===== src/rtl/uart_tx_fifo_reader.sv =====
// UART transmit engine that pops words from a standard-mode synchronous FIFO
// (read latency 1, data_valid flag) and sends each as start bit, DATA_BITS
// LSB-first, optional parity and STOP_BITS stop bits on a registered TX line.
//
// Handshake: fifo_rd_en is a single-cycle pop request, raised only in IDLE,
// only when fifo_empty is low, tx_enable is high and no frame_done pulse is
// being emitted. The FIFO answers with fifo_data_valid/fifo_dout exactly one
// cycle later; the WAIT state consumes that response or flags rd_miss when
// it is absent. There is no back-pressure on the FIFO side.
module uart_tx_fifo_reader #(
    parameter int    CLKS_PER_BIT = 868,
    parameter int    DATA_BITS    = 8,
    parameter string PARITY       = "none",
    parameter int    STOP_BITS    = 1
) (
    input  logic                 clk,
    input  logic                 reset,
    input  logic                 tx_enable,
    input  logic [DATA_BITS-1:0] fifo_dout,
    input  logic                 fifo_empty,
    input  logic                 fifo_data_valid,
    output logic                 fifo_rd_en,
    output logic                 tx,
    output logic                 busy,
    output logic                 frame_done,
    output logic                 rd_miss,
    output logic [2:0]           state_dbg
);

    localparam int BAUD_W = $clog2(CLKS_PER_BIT);
    localparam int BIT_W  = $clog2(DATA_BITS + 1);

    localparam logic [BAUD_W-1:0] BAUD_LAST = BAUD_W'(CLKS_PER_BIT - 1);
    localparam logic [BIT_W-1:0]  DATA_LAST = BIT_W'(DATA_BITS - 1);
    localparam logic [BIT_W-1:0]  STOP_LAST = BIT_W'(STOP_BITS - 1);

    localparam bit PAR_EN  = (PARITY != "none");
    localparam bit PAR_ODD = (PARITY == "odd");

    typedef enum logic [2:0] {
        S_IDLE   = 3'd0,
        S_WAIT   = 3'd1,
        S_START  = 3'd2,
        S_DATA   = 3'd3,
        S_PARITY = 3'd4,
        S_STOP   = 3'd5
    } state_t;

    state_t                state;
    logic [BAUD_W-1:0]     baud_cnt;
    logic [BIT_W-1:0]      bit_cnt;
    logic [DATA_BITS-1:0]  shift_reg;
    logic                  parity_bit;
    logic                  baud_done;

    assign baud_done = (baud_cnt == BAUD_LAST);

    // The pop must see the FIFO flag of the current cycle, so it is decoded
    // from the registered state; the frame_done cycle is kept as idle line.
    assign fifo_rd_en = (state == S_IDLE) && !frame_done && tx_enable &&
                        !fifo_empty && !reset;

    // Busy covers the pop cycle and every non-idle state.
    assign busy = fifo_rd_en || (state != S_IDLE);

    assign state_dbg = state;

    // Frame sequencer: state, bit/baud counters, shift register and TX line.
    always_ff @(posedge clk) begin
        if (reset) begin
            state      <= S_IDLE;
            tx         <= 1'b1;
            frame_done <= 1'b0;
            rd_miss    <= 1'b0;
            baud_cnt   <= '0;
            bit_cnt    <= '0;
            shift_reg  <= '0;
            parity_bit <= 1'b0;
        end else begin
            frame_done <= 1'b0;
            case (state)
                S_IDLE: begin
                    tx       <= 1'b1;
                    baud_cnt <= '0;
                    bit_cnt  <= '0;
                    if (fifo_rd_en) begin
                        state <= S_WAIT;
                    end
                end

                S_WAIT: begin
                    baud_cnt <= '0;
                    bit_cnt  <= '0;
                    if (fifo_data_valid) begin
                        shift_reg  <= fifo_dout;
                        parity_bit <= (^fifo_dout) ^ PAR_ODD;
                        tx         <= 1'b0;
                        state      <= S_START;
                    end else begin
                        rd_miss <= 1'b1;
                        state   <= S_IDLE;
                    end
                end

                S_START: begin
                    if (baud_done) begin
                        baud_cnt <= '0;
                        bit_cnt  <= '0;
                        tx       <= shift_reg[0];
                        state    <= S_DATA;
                    end else begin
                        baud_cnt <= baud_cnt + BAUD_W'(1);
                    end
                end

                S_DATA: begin
                    if (baud_done) begin
                        baud_cnt  <= '0;
                        shift_reg <= shift_reg >> 1;
                        if (bit_cnt == DATA_LAST) begin
                            bit_cnt <= '0;
                            if (PAR_EN) begin
                                tx    <= parity_bit;
                                state <= S_PARITY;
                            end else begin
                                tx    <= 1'b1;
                                state <= S_STOP;
                            end
                        end else begin
                            tx      <= shift_reg[1];
                            bit_cnt <= bit_cnt + BIT_W'(1);
                        end
                    end else begin
                        baud_cnt <= baud_cnt + BAUD_W'(1);
                    end
                end

                S_PARITY: begin
                    if (baud_done) begin
                        baud_cnt <= '0;
                        bit_cnt  <= '0;
                        tx       <= 1'b1;
                        state    <= S_STOP;
                    end else begin
                        baud_cnt <= baud_cnt + BAUD_W'(1);
                    end
                end

                S_STOP: begin
                    if (baud_done) begin
                        baud_cnt <= '0;
                        if (bit_cnt == STOP_LAST) begin
                            bit_cnt    <= '0;
                            frame_done <= 1'b1;
                            state      <= S_IDLE;
                        end else begin
                            bit_cnt <= bit_cnt + BIT_W'(1);
                        end
                    end else begin
                        baud_cnt <= baud_cnt + BAUD_W'(1);
                    end
                end

                default: begin
                    tx       <= 1'b1;
                    baud_cnt <= '0;
                    bit_cnt  <= '0;
                    state    <= S_IDLE;
                end
            endcase
        end
    end

endmodule


===== config.mk =====
export PLATFORM = sky130hd
export DESIGN_NAME = uart_tx_fifo_reader
export DESIGN_NICKNAME = d
export VERILOG_FILES = /design/src/rtl/uart_tx_fifo_reader.sv
export SDC_FILE = /design/constraint.sdc
export NUM_CORES = 1
export LEC_CHECK = 0
export CORE_MARGIN = 2
export CORE_UTILIZATION = 40
export DETAILED_ROUTE_END_ITERATION = 12
export GPL_TIMING_DRIVEN = 0
export MAX_ROUTING_LAYER = met4
export PLACE_DENSITY_LB_ADDON = 0.25
export SLEW_MARGIN = 20
export SYNTH_ARGS = -nofsm -noshare
export SYNTH_HDL_FRONTEND = slang
export SYNTH_SLANG_ARGS = --single-unit

===== constraint.sdc =====
create_clock -name clk -period 1.89 [get_ports clk]
set_input_delay 0.378 -clock clk [delete_from_list [all_inputs] [get_ports clk]]
set_output_delay 0.378 -clock clk [all_outputs]
set_load 0.01 [all_outputs]

==> results.toml <==
[synth]
synthDistinctLibCells = 50
syn_inst = 166
ys.flop_type = "dfxtp_1"
synth-edff-count = 0
synth_area_per_cell_sq_um = 9.369
yosys_warnings = 0
synth.net_count = 182
async_flop_share_pct = 0
synth_area_sq_mm = 0.001555
synth_seq_area_share_pct = 36.04
ys_ff_latch = 28

[routing]
drtIter0Drc = 86
postRouteWirelength_um = 3509
dr.pass1.iters = 4
drtAntennaViolNets = 0
post_drt_wl_per_cell_um = 14.68
vias_per_cell = 5.490
drc = 0
vias = 1312

[cts]
path_clk_slew_ns = 0.09
cts.path.max_buffers = 2
cts.sinks = 28
htreeDepth = 1
cts_buffers = 3
tritoncts = "done"
clockRootBuffer = "clkbuf_8"
clk_latency_ns = 0.27
cts_hold_buf = 0

[final_layout]
fillers = 351
syn_to_final_growth_pct = 22.28
final_common_cell = "dfxtp_1"
fin_util_pct = 51.56
largest_reg_flops = 10
drive_gt1_share_pct = 16.75
layout.nets = 208
diodes = 0
final_area_sq_mm = 0.001902
mostFrequentLayoutCells = "26 x dfxtp_1, 16 x nor2_1, 15 x clkdlybuf4s50_1"

[global_routing]
gr-total-overflow = 0
grt_max_degree = 16
grt.total_usage_pct = 18.29
grt_pass1_vias = 1283
grt_pass1_wl_um = 5996
grt_antenna_before_repair = 0

[power]
p_leak_uw = 0.0006599
power_density_mw_per_mm2 = 607.9
vdd_drop_max_mv = 0.2343

[sta]
maxSlewHeadroom_pct = 71.17
setup_violations = 0
fin_setup_tns_ns = 0
setup_ws_ns = 0.07201
fmax_ghz = 0.5501
maxSlewViolCount = 0
worst_pin_slew_ns = 0.4325
fin_crit_sh_pct = 96.19
rsz0062_at_grt = "no"
layout_min_cycle_time_ns = 1.818
whs_ns = 0.3196
finClkSkew_ns = 0.004403
hold_violations = 0

[worst_setup_path]
cp-end-kind = "output pin"
critPathSlowestCell = "or4b_4"
reg2reg_to = "shift_reg[1]$_SDFFE_PP0P_"
critPathLaunchType = "flip-flop"
critical_path.top_delay_family = "simple AND/OR/NAND/NOR gates"
r2r_cells = 6
worstSetupPathType = "flip-flop to output pin"
worstPathArrival_ns = 1.44
worstPathCellList = "or4b_4 -> nor4_2 -> buf_2"
reg2reg_from = "baud_cnt[1]$_SDFF_PP0_"
critPathMaxFanout = 3
max_stage_delay_ns = 0.54
critPathBufInv = 1
reg2reg_slack_ns = 0.11
cp.required_ns = 1.51

[placement]
portBuffers = 19
placedInstanceArea_sq_mm = 0.001805
post-dp-hpwl_um = 2500
place.gp.congestion = 0.8413
dp_slack_ns = -0.7035

[flow_run]
cap_violations = 0

[hold_path]
min-delay-start = "reset"
hold_depth = 2
worst_hold_path_type = "primary input to flip-flop"
hold_end = "shift_reg[0]$_SDFFE_PP0P_"

[floorplanning]
fp.dieW_um = 66.36
die_area_sq_mm = 0.004403
start_util_pct = 42.16
io_pins = 21
rows = 22
coreArea_sq_mm = 0.003689
die_height_um = 66.36

[status]
status = "finished, final reports clean"
==> stage by stage <==
stage / power [uW] / cells
after CTS: 1170 / 238
after detailed placement: 799.3 / 233
after floorplan: 734.4 / 166
after global routing: 1206 / 239
after global placement: 796.1 / 233
final: 1156 / 239
==> Yosys cell counts, types with 3 or more instances <==
cell | count | share of area [%]
nand3_1 | 7 | 2.3
nand2b_1 | 3 | 1.2
nand2_1 | 7 | 1.7
nand4_1 | 4 | 1.6
and2_1 | 3 | 1.2
xnor2_1 | 4 | 2.3
nor3_1 | 6 | 1.9
inv_1 | 5 | 1.2
clkbuf_8 | 3 | 2.7
a311oi_1 | 5 | 2.8
a311oi_2 | 3 | 2.9
dfxtp_1 | 28 | 36
a21oi_1 | 11 | 3.5
ha_1 | 3 | 2.4
nand3b_1 | 3 | 1.4
mux2i_1 | 9 | 5.8
nor2b_1 | 5 | 2.0
xor2_1 | 4 | 2.3
nor2_1 | 16 | 3.9
==> cell families (layout without fill, tap and decap cells) <==
family          after synthesis  count (layout)  synth area share [%]
flops                        28              28                 36.04
compound gates               31              31                 16.73
mux                           9               9                 5.793
xor+xnor                      8               8                 4.505
simple gates                 73              73                 27.92
buf+inv                      14              39                 6.597
fa+ha+maj                     3               3                 2.414
==> per-layer routing <==
metal,up-vias,track usage [%],part of all wire [%],wire length [um]
li1,669,-,-,-
met1,623,23.06,47,1660
met2,18,30.00,49,1724
met3,2,2.215,2.9,102
met4,0,6.888,0.63,22
met5,-,-,0,0
==> cell type report <==
class / count / area [sq um] / area share, %
plain buffers: 9 / 83.83 / 4.408
clock buffers: 4 / 55.05 / 2.895
inverters: 5 / 18.77 / 0.9868
multi-input cells: 124 / 928.4 / 48.82
flip-flops and latches: 28 / 563.0 / 29.61
well taps: 48 / 60.06 / 3.158
repair buffers: 21 / 192.7 / 10.13
==> power by group <==
| part | internal, uW | leakage (uW) | switching, uW |
|---|---|---|---|
| Clock | 186 | 0.0000288 | 183 |
| Sequential | 605 | 0.000228 | 11.1 |
| Combinational | 89.4 | 0.000404 | 81.2 |
==> how the worst max path moves through the flow <==
stage,start,end,cells after the start
global route,state_dbg[2]$_SDFFE_PP0P_,busy,4
floorplan,reset,fifo_rd_en,3
global placement,tx_enable,fifo_rd_en,4
finish,frame_done$_SDFF_PP0_,fifo_rd_en,3
detailed placement,tx_enable,fifo_rd_en,4
CTS,frame_done$_SDFF_PP0_,fifo_rd_en,3
==> worst register-to-register path: cells and delay by family (launching register included) <==
kind / cells / cell delay [ns]
fa+ha+maj: 1 / 0.18
flops: 1 / 0.40
compound gates: 3 / 0.74
buf+inv: 1 / 0.20
simple gates: 1 / 0.18
==> what timing repair did <==
action	in CTS	in global routing
pin swaps	3	4
buffers inserted	1	1
endpoints found under the setup margin	10	24
gates resized for setup	13	6
No activity file was read; power rests on OpenSTA's default activity.
